==> config.mk <==
export PLATFORM = sky130hd
export DESIGN_NAME = time_entry_ctrl_flat
export DESIGN_NICKNAME = d
export VERILOG_FILES = /design/src/rtl/time_entry_ctrl_if.sv /design/src/rtl/time_entry_ctrl.sv /design/src/flat_wrapper.sv
export SDC_FILE = /design/constraint.sdc
export NUM_CORES = 1
export LEC_CHECK = 0
export BUFFER_PORTS_ARGS = -buffer_cell sky130_fd_sc_hd__buf_2
export CAP_MARGIN = 5
export CORE_MARGIN = 2
export CORE_UTILIZATION = 56
export DETAILED_ROUTE_END_ITERATION = 16
export PLACE_DENSITY = 0.77
export SLEW_MARGIN = 25
export SYNTH_ARGS = -nofsm -noshare
export SYNTH_HDL_FRONTEND = slang
export SYNTH_SLANG_ARGS = --single-unit
==> constraint.sdc <==
create_clock -name clk -period 3.21 [get_ports clk]
set_input_delay 0.642 -clock clk [delete_from_list [all_inputs] [get_ports clk]]
set_output_delay 0.642 -clock clk [all_outputs]
set_load 0.05 [all_outputs]
==> src/rtl/time_entry_ctrl_if.sv <==
// Keypad strobes, timer feedback and timer preset/control lines for time_entry_ctrl.
// The err line exists only when TIME_ENTRY_VALIDATE_EN is defined.
interface time_entry_ctrl_if;
  logic [3:0] key_in;
  logic       key_valid;
  logic       key_start;
  logic       key_clear;
  logic       finished;
  logic [3:0] min_tens;
  logic [3:0] min_unit;
  logic [3:0] sec_tens;
  logic [3:0] sec_unit;
  logic       load;
  logic       enablen;
  logic       running;
  logic       done;
`ifdef TIME_ENTRY_VALIDATE_EN
  logic       err;

  modport master (
    output key_in, key_valid, key_start, key_clear, finished,
    input  min_tens, min_unit, sec_tens, sec_unit, load, enablen, running, done, err
  );
  modport slave (
    input  key_in, key_valid, key_start, key_clear, finished,
    output min_tens, min_unit, sec_tens, sec_unit, load, enablen, running, done, err
  );
`else
  modport master (
    output key_in, key_valid, key_start, key_clear, finished,
    input  min_tens, min_unit, sec_tens, sec_unit, load, enablen, running, done
  );
  modport slave (
    input  key_in, key_valid, key_start, key_clear, finished,
    output min_tens, min_unit, sec_tens, sec_unit, load, enablen, running, done
  );
`endif
endinterface

==> src/rtl/time_entry_ctrl.sv <==
// Keypad front end for the MM:SS countdown timer: digit entry, load, 1 Hz count strobe, pause/done.
// Optional preset/digit validation with err pulse under TIME_ENTRY_VALIDATE_EN.
module time_entry_ctrl #(
  parameter int TICK_DIV = 50_000_000
) (
  input  logic             clk,
  input  logic             rst,
  time_entry_ctrl_if.slave bus
);
  localparam int CW = (TICK_DIV > 2) ? $clog2(TICK_DIV) : 1;
  localparam logic [CW-1:0] TICK_MAX = CW'(TICK_DIV - 1);

  typedef enum logic [2:0] {
    ENTRY = 3'd0,
    LOAD  = 3'd1,
    RUN   = 3'd2,
    PAUSE = 3'd3,
    DONE  = 3'd4
  } state_e;

  state_e        state_q, state_d;
  logic [15:0]   digits_q, digits_d;   // {min_tens, min_unit, sec_tens, sec_unit}
  logic [CW-1:0] cnt_q, cnt_d;
  logic          load_q, load_d;
  logic          enablen_q, enablen_d;
  logic          running_q, running_d;
  logic          done_q, done_d;
  logic          key_ok_s;
`ifdef TIME_ENTRY_VALIDATE_EN
  logic          err_q, err_d;
  assign key_ok_s = (bus.key_in <= 4'd9);
`else
  assign key_ok_s = 1'b1;
`endif

  // Next state, digits and tick count; outputs are derived from the next state so they register with it
  always_comb begin
    state_d  = state_q;
    digits_d = digits_q;
    cnt_d    = cnt_q;
`ifdef TIME_ENTRY_VALIDATE_EN
    err_d    = 1'b0;
`endif
    case (state_q)
      ENTRY: begin
        if (bus.key_clear) begin
          digits_d = 16'h0000;
        end else if (bus.key_start) begin
          if (digits_q == 16'h0000) begin
            state_d = ENTRY;
`ifdef TIME_ENTRY_VALIDATE_EN
          end else if ((digits_q[15:12] > 4'd5) || (digits_q[7:4] > 4'd5)) begin
            err_d = 1'b1;
`endif
          end else begin
            state_d = LOAD;
          end
        end else if (bus.key_valid && key_ok_s) begin
          digits_d = {digits_q[11:0], bus.key_in};
        end else begin
          digits_d = digits_q;
        end
      end
      LOAD: begin
        state_d = RUN;
        cnt_d   = '0;
      end
      RUN: begin
        cnt_d = (cnt_q == TICK_MAX) ? '0 : cnt_q + CW'(1);
        // finished outranks every key in this state
        if (bus.finished) begin
          state_d = DONE;
        end else if (bus.key_clear) begin
          state_d  = ENTRY;
          digits_d = 16'h0000;
        end else if (bus.key_start) begin
          state_d = PAUSE;
        end else begin
          state_d = RUN;
        end
      end
      PAUSE: begin
        if (bus.key_clear) begin
          state_d  = ENTRY;
          digits_d = 16'h0000;
        end else if (bus.key_start) begin
          state_d = RUN;
        end else begin
          state_d = PAUSE;
        end
      end
      DONE: begin
        if (bus.key_clear) begin
          state_d  = ENTRY;
          digits_d = 16'h0000;
        end else if (bus.key_start) begin
          state_d = LOAD;
        end else begin
          state_d = DONE;
        end
      end
      default: begin
        state_d  = ENTRY;
        digits_d = 16'h0000;
      end
    endcase
    load_d    = (state_d == LOAD);
    running_d = (state_d == RUN);
    done_d    = (state_d == DONE);
    enablen_d = !((state_d == RUN) && (cnt_d == TICK_MAX));
  end

  // State, preset and registered outputs
  always_ff @(posedge clk) begin
    if (rst) begin
      state_q   <= ENTRY;
      digits_q  <= 16'h0000;
      cnt_q     <= '0;
      load_q    <= 1'b0;
      enablen_q <= 1'b1;
      running_q <= 1'b0;
      done_q    <= 1'b0;
`ifdef TIME_ENTRY_VALIDATE_EN
      err_q     <= 1'b0;
`endif
    end else begin
      state_q   <= state_d;
      digits_q  <= digits_d;
      cnt_q     <= cnt_d;
      load_q    <= load_d;
      enablen_q <= enablen_d;
      running_q <= running_d;
      done_q    <= done_d;
`ifdef TIME_ENTRY_VALIDATE_EN
      err_q     <= err_d;
`endif
    end
  end

  assign bus.min_tens = digits_q[15:12];
  assign bus.min_unit = digits_q[11:8];
  assign bus.sec_tens = digits_q[7:4];
  assign bus.sec_unit = digits_q[3:0];
  assign bus.load     = load_q;
  assign bus.enablen  = enablen_q;
  assign bus.running  = running_q;
  assign bus.done     = done_q;
`ifdef TIME_ENTRY_VALIDATE_EN
  assign bus.err      = err_q;
`endif
endmodule

==> src/flat_wrapper.sv <==
// flat-port wrapper written by rule: the top's interface ports become plain ports
module time_entry_ctrl_flat 
#(
  parameter int TICK_DIV = 50_000_000
)
  (clk, rst, bus_key_in, bus_key_valid, bus_key_start, bus_key_clear, bus_finished, bus_min_tens, bus_min_unit, bus_sec_tens, bus_sec_unit, bus_load, bus_enablen, bus_running, bus_done);
  time_entry_ctrl_if bus_i ();
  input  logic clk;
  input  logic rst;
  input wire logic [$bits(bus_i.key_in)-1:0] bus_key_in;
  input wire logic [$bits(bus_i.key_valid)-1:0] bus_key_valid;
  input wire logic [$bits(bus_i.key_start)-1:0] bus_key_start;
  input wire logic [$bits(bus_i.key_clear)-1:0] bus_key_clear;
  input wire logic [$bits(bus_i.finished)-1:0] bus_finished;
  output wire logic [$bits(bus_i.min_tens)-1:0] bus_min_tens;
  output wire logic [$bits(bus_i.min_unit)-1:0] bus_min_unit;
  output wire logic [$bits(bus_i.sec_tens)-1:0] bus_sec_tens;
  output wire logic [$bits(bus_i.sec_unit)-1:0] bus_sec_unit;
  output wire logic [$bits(bus_i.load)-1:0] bus_load;
  output wire logic [$bits(bus_i.enablen)-1:0] bus_enablen;
  output wire logic [$bits(bus_i.running)-1:0] bus_running;
  output wire logic [$bits(bus_i.done)-1:0] bus_done;
  assign bus_i.key_in = bus_key_in;
  assign bus_i.key_valid = bus_key_valid;
  assign bus_i.key_start = bus_key_start;
  assign bus_i.key_clear = bus_key_clear;
  assign bus_i.finished = bus_finished;
  assign bus_min_tens = bus_i.min_tens;
  assign bus_min_unit = bus_i.min_unit;
  assign bus_sec_tens = bus_i.sec_tens;
  assign bus_sec_unit = bus_i.sec_unit;
  assign bus_load = bus_i.load;
  assign bus_enablen = bus_i.enablen;
  assign bus_running = bus_i.running;
  assign bus_done = bus_i.done;
  time_entry_ctrl #(.TICK_DIV(TICK_DIV)) u_core (.clk(clk), .rst(rst), .bus(bus_i));
endmodule
[Word level (Yosys, flattened, before mapping)]
Index checks and enable logic that the tools add are counted.
Word-level totals
  bits in registers: 49
  output and inout port bits: 20
Operators by class
  reduce and logical (&&, ||, !) cells: 6
  mux-type cells: 19
  bitwise logic cells: 1
  add/sub/neg operators: 1
  equality and inequality tests: 12
Operators by type and width (count)
  2-to-1 mux 16 bit: 5
  one-hot mux 16 bit (4 select lines): 1
  equality test 26 bit (second input constant): 2
  one-hot mux 26 bit (2 select lines): 1
  adder 26 x 1 -> 26 bit (second input constant): 1
  2-to-1 mux 26 bit: 1
  2-to-1 mux 3 bit: 7
  logical NOT 16 bit: 1
  one-hot mux 3 bit (5 select lines): 1
  equality test 3 x 2 -> 1 bit (second input constant): 3
  equality test 3 x 1 -> 1 bit (second input constant): 2
  equality test 3 bit (second input constant): 2
  != test 3 bit (second input constant): 2
  AND reduction 4 bit: 1
  logical NOT 3 bit: 1
  2-to-1 mux 1 bit: 3
  != test 2 bit (second input constant): 1
  OR reduction 2 bit: 1
  logical AND 1 bit: 1
  logical NOT 1 bit: 1
  NOT 1 bit: 1

[Depth between registers and ports, before layout]
  word-level depth: 8
  gate-level depth with buffers: 9

[Worst setup path before layout]
OpenSTA, ideal clock, no wires.
  path kind: register to register
  from: reg u_core.cnt_q[0]
  to: reg u_core.enablen_q (netlist: u_core.bus.enablen)
  clock period less this slack: 2787 ps
  path buffers: 1
  required time: 3076 ps
  arrival time: 2653 ps
  stages on the path, launching flop included: 10
  path slack: 423 ps
  cell sequence: dfxtp_1 > ha_1 > and2_1 > clkbuf_1 > nand3_1 > nand2_1 > or4b_2 > a311oi_1 > nand4_1 > or4_1
On the way
  longest elaborated chain between the ends: 6
  elaborated cells between the ends (all ways): 7
  those cells by class: add/sub (1); eq/ne (2); mux (2); reduce/logical (2)
Ends and longest elaborated chain
  start: declaration: RTL line time_entry_ctrl.sv:23  | logic [CW-1:0] cnt_q, cnt_d;
  start signal: assignment: RTL line time_entry_ctrl.sv:129  | cnt_q <= cnt_d;
  adder 26 x 1 -> 26 bit / equality test 26 bit (equally long branches): RTL line time_entry_ctrl.sv:69  | cnt_d = (cnt_q == TICK_MAX) ? '0 : cnt_q + CW'(1);
  2-to-1 mux 26 bit: RTL line time_entry_ctrl.sv:69
  one-hot mux 26 bit (2 select lines) (*): RTL line time_entry_ctrl.sv:44  | case (state_q)
  equality test 26 bit (*): RTL line time_entry_ctrl.sv:110  | enablen_d = !((state_d == RUN) && (cnt_d == TICK_MAX));
  logical AND 1 bit (*): RTL line time_entry_ctrl.sv:110
  logical NOT 1 bit (*): RTL line time_entry_ctrl.sv:110
  end signal: assignment: RTL line time_entry_ctrl.sv:131  | enablen_q <= enablen_d;
  end: declaration: RTL line time_entry_ctrl.sv:25  | logic enablen_q, enablen_d;
Mark *: on every way between the ends. The rest lies on a longest branch, timed or not.
A chain may end at the register's enable or synchronous reset.

[Final worst setup path]
  from: reg u_core.cnt_q[4]
  to: reg u_core.enablen_q (netlist: u_core.bus.enablen)
Same word-level chain as after synthesis.

==> flow_metrics.py <==
metrics = {
    "outcome": {
        "status": "complete, but fails checks",
        "violations": "DRC",
    },
    "sta": {
        "fin_crit_sh": 0.9549,
        "relSlewSlack": 0.5523,
        "setup_tns_ns": 0,
        "fmaxAchievable_ghz": 0.3263,
        "finalCriticalPeriod_ns": 3.065,
        "grt_setup_unrepaired": "no",
        "max_slew.worst_pin.slew_ns": 0.6546,
        "hold_viol_final": 0,
        "layout_setup_ws_ns": 0.1449,
        "setup_violations": 0,
        "finClkSkew_ns": 0.006154,
        "fin_hold_ws_ns": 0.4728,
        "finalMaxSlewViolations": 0,
    },
    "grt": {
        "grt_max_degree": 35,
        "track_usage": 0.2849,
        "antenna_found_initial": 0,
        "grt-ovfl-total": 0,
        "first_global_vias": 2496,
        "grt_pass1_wl_um": 12070,
    },
    "logic_synthesis": {
        "synth.area.top_cells": "dfxtp_1, a21oi_1, nand2_1",
        "synthFlopType": "dfxtp_1",
        "synthesis.nets": 380,
        "synthTopCellsByCount": "dfxtp_1, nand2_1, nor2_1",
        "synth_top_area_frac": 0.3554,
        "synth_edf_count": 0,
        "yosys.cell_count.top_type": "dfxtp_1",
        "syn_avg_cell_area_um2": 7.480,
        "synth_top_cell_by_area": "dfxtp_1",
        "synth_area_um2": 2760,
        "ys_types": 58,
        "yosysSeqAreaShare": 0.3554,
        "async_flop_share": 0,
        "ys_warn_count": 0,
        "netlist_instances": 369,
        "yosys_register_bits": 49,
    },
    "worst_setup_path": {
        "slowest_stage": "or4_1",
        "end_kind": "flip-flop",
        "startpoint_type": "flip-flop",
        "cp_data_arrival_time_ns": 3.24,
        "path_cells": "nand4_1 > or4_1 > o31ai_1 > a22oi_1 > a311oi_1 > nand4_1 > or4_1",
        "r2r-start": "u_core.cnt_q[4]$_SDFF_PP0_",
        "crit_family": "simple AND/OR/NAND/NOR gates",
        "cp.required_ns": 3.39,
        "criticalPathCategory": "flip-flop to flip-flop",
        "cp_slowest_stage_delay_ns": 0.71,
        "path_max_fanout": 9,
        "crit_start": "u_core.cnt_q[4]$_SDFF_PP0_",
        "path_buf_inv": 0,
    },
    "drt": {
        "drc": 2,
        "wl_per_cell_um": 15.64,
        "viasPerCell": 6.028,
        "routed_wl_um": 7212,
        "antenna_left": 0,
        "drt_first_pass_iters": 12,
        "routed-via-count": 2779,
        "drtIter0Drc": 341,
    },
    "floorplan": {
        "io_pins": 30,
        "start_util": 0.5844,
        "die_y_um": 74.21,
        "die-width_um": 74.21,
        "core_um2": 4723,
        "rows": 25,
        "die_area_um2": 5506,
    },
    "placed_design": {
        "portBuffers": 29,
        "dpl.hpwl_um": 5282,
        "gp_congestion": 0.9772,
        "dp.cells": 453,
        "dp_slack_ns": 0.2427,
    },
    "layout": {
        "nets": 404,
        "diodes": 0,
        "fin_cells": 461,
        "nFillCells": 402,
        "area_growth_pct": 12.78,
        "drive_gt1_frac": 0.1599,
    },
    "cts": {
        "postCtsSetupRepairBufs": 0,
        "holdBufCountCts": 0,
        "htreeDepth": 2,
        "clock-sinks": 49,
        "insertion_delay_ns": 0.30,
        "cts_tree": "done",
        "cts_buffer_depth": 2,
        "path_clk_slew_ns": 0.09,
        "root_buffer": "clkbuf_8",
        "cts_buffers": 5,
    },
    "power": {
        "peakVddDrop_uv": 259.7,
        "leakage_nw": 1.110,
        "power.density_nw_per_um2": 387.7,
    },
    "hold_path": {
        "hold_class": "flip-flop to flip-flop",
        "hold_start": "u_core.digits_q[15]$_SDFFE_PP0P_",
    },
    "run": {
        "cap_violations": 0,
    },
}
-- sequential cells by signal, summed over array words and instances, names as in the netlist --
| signal | cells |
|---|---|
| u_core.bus.done | 1 |
| u_core.cnt_q | 26 |
| u_core.digits_q | 16 |
| u_core.bus.enablen | 1 |
| u_core.bus.running | 1 |
| u_core.state_q | 3 |
| u_core.bus.load | 1 |
-- cell type report --
cell class,instances,area (µm²),share of cell area
tap,67,83.83,0.02693
inverter,4,15.01,0.004823
timing repair buffer,45,265.3,0.08521
clock buffer,7,86.33,0.02773
multi-input combinational,288,1652,0.5305
sequential,49,980.9,0.3151
clock inverter,1,30.03,0.009646
-- repair_timing --
item	in CTS	in global routing
hold endpoints to repair	0	0
setup endpoints to repair	0	1
resized for setup	0	1
-- final timing paths --
check                                           to  slack (ns)  cells past startpoint
setup / recovery     u_core.bus.enablen$_SDFF_PP1_        0.14                      7
hold / removal    u_core.digits_q[15]$_SDFFE_PP0P_        0.47                      2
setup reg to reg     u_core.bus.enablen$_SDFF_PP1_        0.14                      7
hold reg to reg   u_core.digits_q[15]$_SDFFE_PP0P_        0.47                      2
-- per-layer routing --
metal,share of wire,vias to the layer above,track usage
met5,0,-,0
met4,0.030,0,0.1152
met3,0.061,18,0.05014
met2,0.45,108,0.4395
met1,0.46,1275,0.3956
li1,-,1378,-
-- layout by cell type (no fill, tap or decap), types with 10 or more instances in the layout --
master	synthesis	final
dfxtp_1	49	49
nand2_1	44	44
nor2_1	40	40
a21oi_1	35	35
nand3_1	31	31
buf_2	6	29
buf_4	0	16
o21ai_0	15	15
nand4_1	10	10
nor4_1	11	10
xor2_1	10	10
-- power breakdown --
group,total (mW),switching [mW],internal [mW]
sequential,0.621,0.00686,0.614
clock,0.454,0.200,0.254
combinational,0.132,0.0924,0.0394
-- through the flow --
stage / util / power [mW] / cell area, µm²
after global placement: 0.6342 / 0.7662 / 2995
after CTS: 0.6588 / 1.217 / 3112
final: 0.6591 / 1.207 / 3113
after floorplan: - / 0.7243 / 2760
after detailed placement: 0.6342 / 0.7667 / 2995
after global routing: 0.6591 / 1.251 / 3113
-- tightest hold or removal path: stages, from the launching register on --
cell and delay (ns):
dfxtp_1 0.33, nand2_1 0.06, a21oi_1 0.05
-- kinds of logic (layout without fill, tap and decap cells) --
logic type | Yosys count | after routing | share of synthesized area
AO/OA/AOI/OAI | 83 | 83 | 0.1854
XOR/XNOR | 15 | 15 | 0.04760
adder cells (fa/ha/maj) | 1 | 1 | 0.004532
buffers and inverters | 32 | 57 | 0.04895
flip-flops | 49 | 49 | 0.3554
multiplexers | 2 | 2 | 0.007706
AND/OR/NAND/NOR | 187 | 187 | 0.3504
Note: power is estimated with default switching activity, not from simulation.
